[src/rtl/shift_load_ctrl_pkg.sv]
// Shared encodings and defaults for the shift-register load sequencer.
package shift_load_ctrl_pkg;
   localparam int DEF_WIDTH    = 10;
   localparam int DEF_TICK_DIV = 4;

   localparam logic [2:0] S_IDLE  = 3'd0;
   localparam logic [2:0] S_SHIFT = 3'd1;
   localparam logic [2:0] S_WAIT  = 3'd2;
   localparam logic [2:0] S_CHECK = 3'd3;
   localparam logic [2:0] S_DONE  = 3'd4;

   typedef enum logic [2:0] {
      ST_IDLE  = S_IDLE,
      ST_SHIFT = S_SHIFT,
      ST_WAIT  = S_WAIT,
      ST_CHECK = S_CHECK,
      ST_DONE  = S_DONE
   } state_t;
endpackage

[src/rtl/shift_pacer.sv]
// Pace counter for the gap between shifts: reloads to TICK_DIV-1, counts down while enabled.
// expire is combinational and marks the final wait cycle; no backpressure.
module shift_pacer
   import shift_load_ctrl_pkg::*;
#(
   parameter int TICK_DIV = DEF_TICK_DIV
) (
   input  logic clk,
   input  logic rst,
   input  logic load,
   input  logic en,
   output logic expire
);
   localparam int CW = (TICK_DIV > 1) ? $clog2(TICK_DIV) : 1;
   localparam logic [CW-1:0] RELOAD = CW'(TICK_DIV - 1);

   logic [CW-1:0] cnt;

   always_ff @(posedge clk or posedge rst) begin
      if (rst) begin
         cnt <= '0;
      end else if (load) begin
         cnt <= RELOAD;
      end else if (en && (cnt != '0)) begin
         cnt <= cnt - 1'b1;
      end
   end

   // A count of 1 (or a degenerate 0) means this is the last wait cycle.
   assign expire = en && (cnt <= CW'(1));
endmodule

[src/rtl/shift_load_ctrl.sv]
// Bit-serial loader for a right-shifting register (LSB first) with readback check; done 3+(WIDTH-1)*TICK_DIV cycles after start.
// Manual shift path is passed through only while idle; start and manual input are ignored while busy.
module shift_load_ctrl
   import shift_load_ctrl_pkg::*;
#(
   parameter int WIDTH    = DEF_WIDTH,
   parameter int TICK_DIV = DEF_TICK_DIV
) (
   input  logic             clk,
   input  logic             rst,
   input  logic             start,
   input  logic [WIDTH-1:0] data_in,
   input  logic             abort,
   input  logic             man_pulse,
   input  logic             man_bit,
   input  logic [WIDTH-1:0] q_fb,
   output logic             shift_en,
   output logic             shift_bit,
   output logic             busy,
   output logic             done,
   output logic             match
);
   localparam int CNT_W = $clog2(WIDTH + 1);
   localparam logic [CNT_W-1:0] LAST_BIT = CNT_W'(WIDTH - 1);

   state_t           state;
   logic [WIDTH-1:0] shadow;
   logic [WIDTH-1:0] shadow_sh;
   logic [CNT_W-1:0] bit_cnt;
   logic             busy_q;
   logic             done_q;
   logic             match_q;
   logic             pace_load;
   logic             pace_en;
   logic             pace_expire;

   assign pace_load = (state == ST_SHIFT);
   assign pace_en   = (state == ST_WAIT);

   shift_pacer #(.TICK_DIV(TICK_DIV)) u_pacer (
      .clk    (clk),
      .rst    (rst),
      .load   (pace_load),
      .en     (pace_en),
      .expire (pace_expire)
   );

   always_ff @(posedge clk or posedge rst) begin
      if (rst) begin
         state   <= ST_IDLE;
         shadow  <= '0;
         bit_cnt <= '0;
         busy_q  <= 1'b0;
         done_q  <= 1'b0;
         match_q <= 1'b0;
      end else begin
         done_q <= 1'b0;
         case (state)
            ST_IDLE: begin
               if (start) begin
                  shadow  <= data_in;
                  bit_cnt <= '0;
                  match_q <= 1'b0;
                  busy_q  <= 1'b1;
                  state   <= ST_SHIFT;
               end
            end
            ST_SHIFT: begin
               if (bit_cnt != LAST_BIT) begin
                  bit_cnt <= bit_cnt + 1'b1;
               end
               // The shift in this cycle happens regardless of abort.
               if (abort) begin
                  busy_q <= 1'b0;
                  state  <= ST_IDLE;
               end else if (bit_cnt == LAST_BIT) begin
                  state <= ST_CHECK;
               end else if (TICK_DIV == 1) begin
                  state <= ST_SHIFT;
               end else begin
                  state <= ST_WAIT;
               end
            end
            ST_WAIT: begin
               if (abort) begin
                  busy_q <= 1'b0;
                  state  <= ST_IDLE;
               end else if (pace_expire) begin
                  state <= ST_SHIFT;
               end
            end
            ST_CHECK: begin
               match_q <= (q_fb == shadow);
               done_q  <= 1'b1;
               state   <= ST_DONE;
            end
            ST_DONE: begin
               busy_q <= 1'b0;
               state  <= ST_IDLE;
            end
            default: begin
               busy_q <= 1'b0;
               state  <= ST_IDLE;
            end
         endcase
      end
   end

   assign shadow_sh = shadow >> bit_cnt;

   always_comb begin
      shift_en  = 1'b0;
      shift_bit = 1'b0;
      if (state == ST_IDLE) begin
         shift_en  = man_pulse;
         shift_bit = man_bit;
      end else if (state == ST_SHIFT) begin
         shift_en  = 1'b1;
         shift_bit = shadow_sh[0];
      end
   end

   assign busy  = busy_q;
   assign done  = done_q;
   assign match = match_q;
endmodule

[config.mk]
export PLATFORM = sky130hd
export DESIGN_NAME = shift_load_ctrl
export DESIGN_NICKNAME = d
export VERILOG_FILES = /design/src/rtl/shift_load_ctrl_pkg.sv /design/src/rtl/shift_pacer.sv /design/src/rtl/shift_load_ctrl.sv
export SDC_FILE = /design/constraint.sdc
export NUM_CORES = 1
export LEC_CHECK = 0
export ABC_AREA = 0
export BUFFER_PORTS_ARGS = -buffer_cell sky130_fd_sc_hd__buf_4
export CAP_MARGIN = 20
export CORE_ASPECT_RATIO = 1.75
export CORE_MARGIN = 5
export CORE_UTILIZATION = 45
export DETAILED_ROUTE_END_ITERATION = 7
export PLACE_DENSITY = 0.69
export SLEW_MARGIN = 30
export SYNTH_ARGS = -nofsm -noshare
export SYNTH_HDL_FRONTEND = slang
export SYNTH_SLANG_ARGS = --single-unit
[constraint.sdc]
create_clock -name clk -period 3 [get_ports clk]
set_input_delay 0.75 -clock clk [delete_from_list [all_inputs] [get_ports clk]]
set_output_delay 0.75 -clock clk [all_outputs]
set_load 0.02 [all_outputs]
==> results of run 1 <==
power groups by stage:
stage / logic [uW] / registers [uW] / clock network [uW]
floorplan: 441 / 502 / 0
CTS: 524 / 563 / 217
detailed placement: 520 / 570 / 0
finish: 514 / 563 / 214
global route: 585 / 583 / 233
global placement: 497 / 565 / 0
cells by family (layout without fill, tap and decap cells):
family	Yosys count	count (layout)	synth area share, %
and+or+nand+nor	65	65	23.67
DFF	22	22	44.13
AOI/OAI and AO/OA	14	14	7.925
buffers and inverters	13	40	5.516
xor gates and xnor gates	12	12	8.425
muxes	6	6	6.319
adders and majority gates	4	4	4.012
registers in the layout, summed over array words and instances, names as in the netlist:
name and cells:
u_pacer.cnt 2, done 1, busy 1, shadow 10, match 1, bit_cnt 4, state 3
cell usage after synthesis (2+ instances only):
cell,number,area share (%)
buf_2,4,1.6
nor3_1,4,1.6
o21ai_0,2,0.80
nand4_1,3,1.5
xor2_1,5,3.5
nand2b_1,2,1.0
buf_6,2,1.8
nor2_1,10,3.0
ha_1,4,4.0
nand3_1,5,2.0
xnor2_1,7,4.9
a2bb2oi_1,2,1.4
inv_1,6,1.8
a21oi_1,2,0.80
nand3b_1,2,1.2
nand2_1,33,9.9
mux2i_1,3,2.4
dfrtp_1,22,44
worst min-delay path: stages, from the launching register on:
cell      delay, ns
dfrtp_1        0.35
nand3b_1       0.07
o21ai_1        0.07
worst max-delay path by stage:
stage | startpoint | end | slack (ns) | cells after the start
after floorplan | bit_cnt[0] | shift_bit | 0.74 | 5
after global placement | bit_cnt[0] | shift_bit | 0.78 | 4
after detailed placement | bit_cnt[0] | shift_bit | 0.75 | 4
after CTS | bit_cnt[0] | shift_bit | 0.46 | 4
after global routing | bit_cnt[0] | shift_bit | 0.33 | 4
final | bit_cnt[0] | shift_bit | 0.46 | 4
layer usage:
layer / routed length, um / vias up / share of wire, %
met4: 19 / 0 / 0.67
met2: 1584 / 20 / 56
met5: 0 / - / 0
li1: - / 513 / -
met1: 1106 / 497 / 39
met3: 120 / 2 / 4.2
stage by stage:
stage	area, um^2	hold WS (ns)	std cells	setup slack, ns
after floorplan	1247	0.4822	136	0.7404
after global routing	1515	0.5733	190	0.3287
after CTS	1515	0.5356	190	0.4562
final	1515	0.5266	190	0.4648
after global placement	1460	0.5077	186	0.7789
after detailed placement	1460	0.5154	186	0.7538
final cells by class:
class,count,share of cell area [%]
clock buffer,4,3.633
timing repair buffer,30,14.86
inverter,6,1.486
multi-input combinational,101,41.45
sequential,22,36.33
tap,27,2.230
==> metrics.txt, run 1 <==
grt peak-use layer=met2; pin count of the biggest net entering global routing=23; drt initial violations=39; fmax=394.4 MHz; initial antenna violation count=0; CTS tree=built; Power Dens Cells=851.9 mW/mm^2; root buf cell=clkbuf_8; Final min period=2.535 ns; CP Data Arrival Time=1.79 ns; Die Y=79.65 um; clock sinks=22; HP Class=register to register; Post-synth EDFFs=0; Required @ worst endpoint=2.25 ns; grt met2 use=28.57%; Tcrit/Tclk final=84.51%; Hold EP=match; Vias/cell=5.432; Startpoint Class=register; Port Buf Inserts=30; utilization after layout=56.33%; Mean Syn Cell Area=9.172 um^2; Die X=49.80 um; Sw Pwr=507.1 uW; P_leak=0.0007489 uW; Area growth syn-to-layout=21.46%; Gate power share=39.8%; CTS buffer count=3; Worst Path Buf+Inv=1; remaining antenna violation count=0; part of the power in registers=43.6%; 1st-pass router iterations=4; worst-path fanout max=9; GP Congestion=0.7590; Hold Startpoint=match; Worst path max stage delay=0.54 ns; RR Startpoint=state[1]; CP cell instances=mux4_2 -> o2111ai_1 -> o31ai_1 -> buf_4; DRC violations left=0; Peak VDD IR=0.5081 mV; Total GRT Usage=15.16%; clk_skew=0.001695 ns; Final TNS setup=0 ns; critical path type=register to output pin; clk buf depth=2; first-pass GRT wire length=4767 um; Pwr Total=1291 uW; GR Util met1=16.19%; DR WL/cell=14.89 um; clk slew on worst S/H paths=0.08 ns; max_cap viols=0; setup bufs post-CTS=0; layout cells sized above 1=22.70%; # fillers=263; H-tree depth=1; boundary pin count=31; Syn Inst Count=136; Final nets=194; FF-to-FF path depth=4; Overflow after GRT=0; syn_nets=166; vias in the first global route=1089; fraction of the yosys area taken by sequential cells=44.13%; commonest non-fill, non-tap cell in the layout=nand2_1; internal power=783.7 uW; R2R Setup Slk=1.45 ns; Synth Warn #=0; register area=550.5 um^2; Initial Util=46.37%; synthesized cell area=0.001247 mm^2; Worst Setup End Kind=output pin; post-CTS sizing=0; count of cell types in the netlist=36; ys flop type=dfrtp_1; RSZ-0062 raised after global routing=false; multi-input logic area=628.1 um^2; most frequent cells in the layout=33 x nand2_1, 30 x buf_4, 22 x dfrtp_1, 10 x nor2_1, 7 x xnor2_1; max-slew violations=0; terminus of the critical flop-to-flop path=bit_cnt[0]; cts hold-fix bufs=0; outcome=finished, final reports clean; switching share of power=39.28%; die area=0.003967 mm^2; hold depth=2; Crit path max-delay family=multiplexers; met3 Usage GRT=3.178%; ys async rst share=100.0%; DP Wirelength=2204 um; final wirelength=2830 um; Skew-Pair Late Insertion Delay=0.26 ns; Clock Power Share=16.6%; slowest CP cell=mux4_2; row count=25; Fin. Hold Viols=0; Worst slew margin=45.27%; vias=1032; Synth Register Bits=22; diodes inserted=0; Core Box Area=0.002690 mm^2; Tightest Pin Transition=0.8200 ns; setup violators final=0
Power figures use the tool's default switching activity.
==> run 2: changes to the inputs <==
==> constraint.sdc (replaced) <==
create_clock -name clk -period 2.4 [get_ports clk]
set_input_delay 0.6 -clock clk [delete_from_list [all_inputs] [get_ports clk]]
set_output_delay 0.6 -clock clk [all_outputs]
set_load 0.02 [all_outputs]
==> run 2 against run 1 <==
Compared with the run above:
- core utilization is 0.14 points higher
- final cell count is 0.53% higher
- power is 21% higher
- highest routed layer unchanged
- largest cell class unchanged
- combinational power is 32% higher
- critical endpoint unchanged
==> metrics.txt, run 2 (synthesis gave the netlist of run 1 again) <==
outcome=finished, final reports clean; commonest non-fill, non-tap cell in the layout=nand2_1; clk slew on worst S/H paths=0.07 ns (about the same); critical path type=register to output pin; remaining antenna violation count=0 (unchanged); initial antenna violation count=0 (unchanged); row count=25 (unchanged); 1st-pass router iterations=4 (unchanged); GP Congestion=0.7692 (+1.3%); fmax=433.3 MHz; CTS buffer count=3 (unchanged); H-tree depth=1 (unchanged); Peak VDD IR=0.5156 mV (+1.5%); Largest Register=shadow; DRC violations left=0 (unchanged); hold_ws=0.5087 ns (-0.01792 ns); Worst Setup EP=shift_bit; clk_skew=0.002878 ns (+0.001183 ns); Die X=49.80 um (unchanged); Sw Pwr=602.8 uW (+19%); vias=998 (-3.3%); Skew-Pair Late Insertion Delay=0.25 ns (about the same); drt initial violations=27 (-31%); worst-path fanout max=7 (-2); clock sinks=22 (unchanged); top flop regs=shadow (10), bit_cnt (4), state (3); CTS tree=built; grt met2 use=26.66% (-1.9 points); DR WL/cell=13.56 um (-9.0%); Crit path max-delay family=flip-flops; Crit. Startpoint=bit_cnt[2]; clk buf depth=2 (unchanged); Core Box Area=0.002690 mm^2 (unchanged); DP Wirelength=2060 um (-6.5%); Power Dens Cells=1031 mW/mm^2 (+21%); Total GRT Usage=14.85% (-0.31 points); Final TNS setup=0 ns (unchanged); die area=0.003967 mm^2 (unchanged); slowest CP cell=dfrtp_2; root buf cell=clkbuf_8; cts hold-fix bufs=0 (unchanged); Worst slew margin=45.19% (-0.085 points); part of the power in registers=42.6% (-1.0 points); most frequent cells in the layout=33 x nand2_1, 32 x buf_4, 20 x dfrtp_1, 10 x nor2_1, 7 x xnor2_1; internal power=963.0 uW (+23%); Overflow after GRT=0 (unchanged); Tightest Pin Transition=0.8213 ns (+0.001271 ns); FF-to-FF path depth=5 (+1); Worst path max stage delay=0.47 ns (-0.07 ns); Worst path depth=5 (+1); CP Data Arrival Time=1.71 ns (-0.08 ns); Vias/cell=5.225 (-3.8%); Port Buf Inserts=30 (unchanged); Final min period=2.308 ns; Required @ worst endpoint=1.80 ns (-0.45 ns); max_cap viols=0 (unchanged); Tcrit/Tclk final=96.16%; first-pass GRT wire length=4671 um (-2.0%); vias in the first global route=1113 (+2.2%); final wirelength=2590 um (-8.5%); GR Util met1=15.48% (-0.71 points); setup bufs post-CTS=0 (unchanged); Worst Setup End Kind=output pin; RSZ-0062 raised after global routing=false; Startpoint Class=register; Fin. Hold Viols=0 (unchanged); max reg flops=10 (unchanged); setup violators final=0 (unchanged); switching share of power=38.50% (-0.79 points); boundary pin count=31 (unchanged); Final nets=196 (+1.0%); R2R Setup Slk=0.92 ns (-0.53 ns); terminus of the critical flop-to-flop path=state[1]; RR Startpoint=u_pacer.cnt[1]; post-CTS sizing=0 (unchanged); CP cell instances=mux2_4 -> or3_1 -> o2111ai_1 -> o31ai_1 -> buf_4; Clock Power Share=14.0% (-2.6 points); utilization after layout=56.47% (+0.14 points); Die Y=79.65 um (unchanged); Worst Path Buf+Inv=1 (unchanged); layout cells sized above 1=24.39% (+1.7 points); grt peak-use layer=met2; P_leak=0.0007491 uW (about the same); Initial Util=46.37% (unchanged); met3 Usage GRT=3.551% (+0.37 points); pin count of the biggest net entering global routing=23 (unchanged); max-slew violations=0 (unchanged); Gate power share=43.4% (+3.6 points); HP Class=input port to async pin; Area growth syn-to-layout=21.77%; diodes inserted=0 (unchanged)
-- run 2: worst min path at each step --
stage	startpoint	to	slack [ns]	depth (start not counted)
2_1_floorplan	shadow[4]	shadow[4]	0.48	2
3_5_place_dp	shadow[4]	shadow[4]	0.51	2
5_1_grt	abort	state[1]	0.52	2
3_3_place_gp	match	match	0.51	2
6_report	rst	done	0.51	2
4_1_cts	abort	state[1]	0.52	2
-- run 2: layer usage --
layer  vias to the layer above  share of wire, %
li1                        511                 -
met1                       461                38
met2                        22                55
met3                         4               5.0
met4                         0               1.7
met5                         -                 0
-- run 2: power by group through the flow --
stage | clock network (uW) | logic, uW | registers (uW)
3_3_place_gp | 0 | 677 | 664
2_1_floorplan | 0 | 552 | 627
6_report | 219 | 680 | 667
4_1_cts | 229 | 694 | 666
3_5_place_dp | 0 | 693 | 673
5_1_grt | 243 | 783 | 694
-- run 2: through the flow --
step / setup slack (ns) / power, uW / cell area, um^2 / cells
3_3_place_gp: 0.3126 / 1341 / 1475 / 188
6_report: 0.09224 / 1566 / 1519 / 191
4_1_cts: 0.0008498 / 1589 / 1516 / 191
3_5_place_dp: 0.3050 / 1366 / 1475 / 188
2_1_floorplan: 0.2904 / 1179 / 1247 / 136
5_1_grt: 0.003323 / 1720 / 1519 / 191
-- run 2: area by class of cell --
type                    instances  area (um^2)
fillers                       253         1171
well taps                      27        33.78
repair buffers                 32        240.2
multi-input cells             101        628.1
flip-flops and latches         22        553.0
inverters                       6        22.52
clock buffers                   3        41.29
==> run 3: changes to the inputs <==
--- a/config.mk
+++ b/config.mk
@@ -8,7 +8,6 @@
 export ABC_AREA = 0
 export BUFFER_PORTS_ARGS = -buffer_cell sky130_fd_sc_hd__buf_4
 export CAP_MARGIN = 20
-export CORE_ASPECT_RATIO = 1.75
 export CORE_MARGIN = 5
 export CORE_UTILIZATION = 45
 export DETAILED_ROUTE_END_ITERATION = 7
==> run 3 against run 2 <==
Compared with the run above:
- register-to-register slack got worse by 0.03 ns
- highest routed layer unchanged
- setup slack got worse by 0.062 ns
- via count increased by 4.6%
- sequential share of layout area decreased by 1.5 points
==> metrics.txt, run 3 (synthesis gave the netlist of run 1 again) <==
first-pass GRT wire length=4781 um (+2.4%); row count=19 (-24%); clk buf depth=2 (unchanged); die area=0.003925 mm^2 (-1.0%); fmax=421.9 MHz (-2.6%); GP Congestion=0.7732 (+0.52%); HP Class=input port to async pin; 1st-pass router iterations=4 (unchanged); Final TNS setup=0 ns (unchanged); # fillers=251 (-0.79%); CTS buffer count=3 (unchanged); Port Buf Inserts=30 (unchanged); P_leak=0.0007796 uW (+4.1%); remaining antenna violation count=0 (unchanged); CP Data Arrival Time=1.77 ns (+0.06 ns); vias=1044 (+4.6%); CTS tree=built; vias in the first global route=1108 (-0.45%); slowest CP cell=dfrtp_2; Core Box Area=0.002710 mm^2 (+0.74%); cts hold-fix bufs=0 (unchanged); final wirelength=2757 um (+6.4%); Largest Register=shadow; Tightest Pin Transition=0.7983 ns (-0.02297 ns); Die X=62.65 um (+26%); Vias/cell=5.194 (-0.60%); outcome=finished, final reports clean; worst-path fanout max=5 (-2); max reg flops=10 (unchanged); max_cap viols=0 (unchanged); Worst slew margin=46.45% (+1.3 points); root buf cell=clkbuf_4; pin count of the biggest net entering global routing=23 (unchanged); clk_skew=0.01156 ns (+0.008682 ns); DRC violations left=0 (unchanged); DP Wirelength=2062 um (+0.12%); Required @ worst endpoint=1.80 ns (about the same); Area growth syn-to-layout=27.08%; terminus of the critical flop-to-flop path=state[1]; Die Y=62.65 um (-21%); Initial Util=46.03% (-0.34 points); Crit. Startpoint=bit_cnt[2]; Total GRT Usage=14.59% (-0.26 points); setup violators final=0 (unchanged); Pwr Total=1701 uW (+8.6%); Fin. Hold Viols=0 (unchanged); FF-to-FF path depth=5 (unchanged); Final nets=201 (+2.6%); diodes inserted=0 (unchanged); boundary pin count=31 (unchanged); DP Area=0.001480 mm^2 (+0.34%); Skew-Pair Late Insertion Delay=0.31 ns (+0.06 ns); RSZ-0062 raised after global routing=true; drt initial violations=33 (+22%); critical path type=register to output pin; DR WL/cell=13.72 um (+1.2%); max-slew violations=0 (unchanged); Peak VDD IR=0.6505 mV (+26%); clk slew on worst S/H paths=0.13 ns (+0.06 ns); initial antenna violation count=0 (unchanged); commonest non-fill, non-tap cell in the layout=buf_4; Worst path max stage delay=0.46 ns (about the same); Tcrit/Tclk final=98.75% (+2.6 points); Power Dens Cells=1073 mW/mm^2 (+4.1%); top flop regs=shadow (10), bit_cnt (4), state (3); most frequent cells in the layout=37 x buf_4, 33 x nand2_1, 20 x dfrtp_1, 10 x nor2_1, 7 x xnor2_1; Final min period=2.370 ns (+0.06224 ns); Startpoint Class=register; Overflow after GRT=0 (unchanged); Worst Setup End Kind=output pin; CP cell instances=mux2_4 -> or3_1 -> o2111ai_2 -> o31ai_1 -> buf_4; clock sinks=22 (unchanged); H-tree depth=1 (unchanged); Finished Cell Area=0.001585 mm^2 (+4.4%); R2R Setup Slk=0.89 ns (-0.03 ns); layout cells sized above 1=28.24% (+3.8 points); Worst Setup EP=shift_bit; RR Startpoint=u_pacer.cnt[1]
==> run 3: cell count changes in the layout (fill, tap and decap cells not counted) <==
| cell | delta |
|---|---|
| buf_4 | +5 |
| bufinv_16 | +1 |
| clkbuf_4 | +3 |
| clkbuf_8 | -3 |
| clkinv_1 | +1 |
| inv_1 | -1 |
| nor4b_1 | -1 |
| nor4b_2 | +1 |
| o2111ai_1 | -1 |
| o2111ai_2 | +1 |
==> run 3: what timing repair did <==
action / CTS / global route
gates resized for setup: 2 / 2
buffers inserted: 0 / 5
endpoints found under the setup margin: 1 / 1
==> run 3: layout make-up <==
type / count / area [um^2] / share of cell area [%]
Clock buffer: 3 / 22.52 / 1.421
Clock inverter: 1 / 30.03 / 1.894
Inverter: 6 / 22.52 / 1.421
Multi-Input combinational cell: 101 / 640.6 / 40.41
Sequential cell: 22 / 553.0 / 34.89
Tap cell: 31 / 38.79 / 2.447
Timing Repair Buffer: 37 / 277.8 / 17.52
==> run 3: metrics by stage <==
stage | cells | hold slack, ns | setup slack, ns | utilization (%)
5_1_grt | 201 | 0.3731 | -0.04096 | 58.49
2_1_floorplan | 136 | 0.4822 | 0.2904 | -
6_report | 201 | 0.3249 | 0.03000 | 58.49
4_1_cts | 196 | 0.4482 | 0.01465 | 56.65
3_5_place_dp | 192 | 0.5089 | 0.2764 | 54.62
3_3_place_gp | 192 | 0.5169 | 0.3216 | 54.62
==> run 3: critical path, delay by kind of cell (launching register included) <==
| kind | cells | cell delay [ns] |
|---|---|---|
| AOI/OAI and AO/OA | 2 | 0.19 |
| buffers and inverters | 1 | 0.17 |
| and+or+nand+nor | 1 | 0.34 |
| muxes | 1 | 0.31 |
| DFF | 1 | 0.46 |
==> run 3: power breakdown <==
part | internal [uW] | total, uW | switching, uW | leakage (uW)
combinational | 376 | 756 | 380 | 0.000480
sequential | 509 | 661 | 152 | 0.000272
clock | 169 | 284 | 115 | 0.0000279
total | 1050 | 1700 | 647 | 0.000780
==> run 3: how the worst min path moves through the flow <==
stage	from	end	cells after the start
after floorplan	shadow[4]	shadow[4]	2
after global placement	match	match	2
after detailed placement	shadow[4]	shadow[4]	2
after CTS	abort	state[1]	2
after global routing	rst	state[2]	2
final	rst	shadow[8]	2
==> run 3: metal layers <==
metal	track usage [%]	wire, um
met1	18.48	1221
met2	25.65	1408
met3	2.158	108
met4	3.979	19
met5	0	0
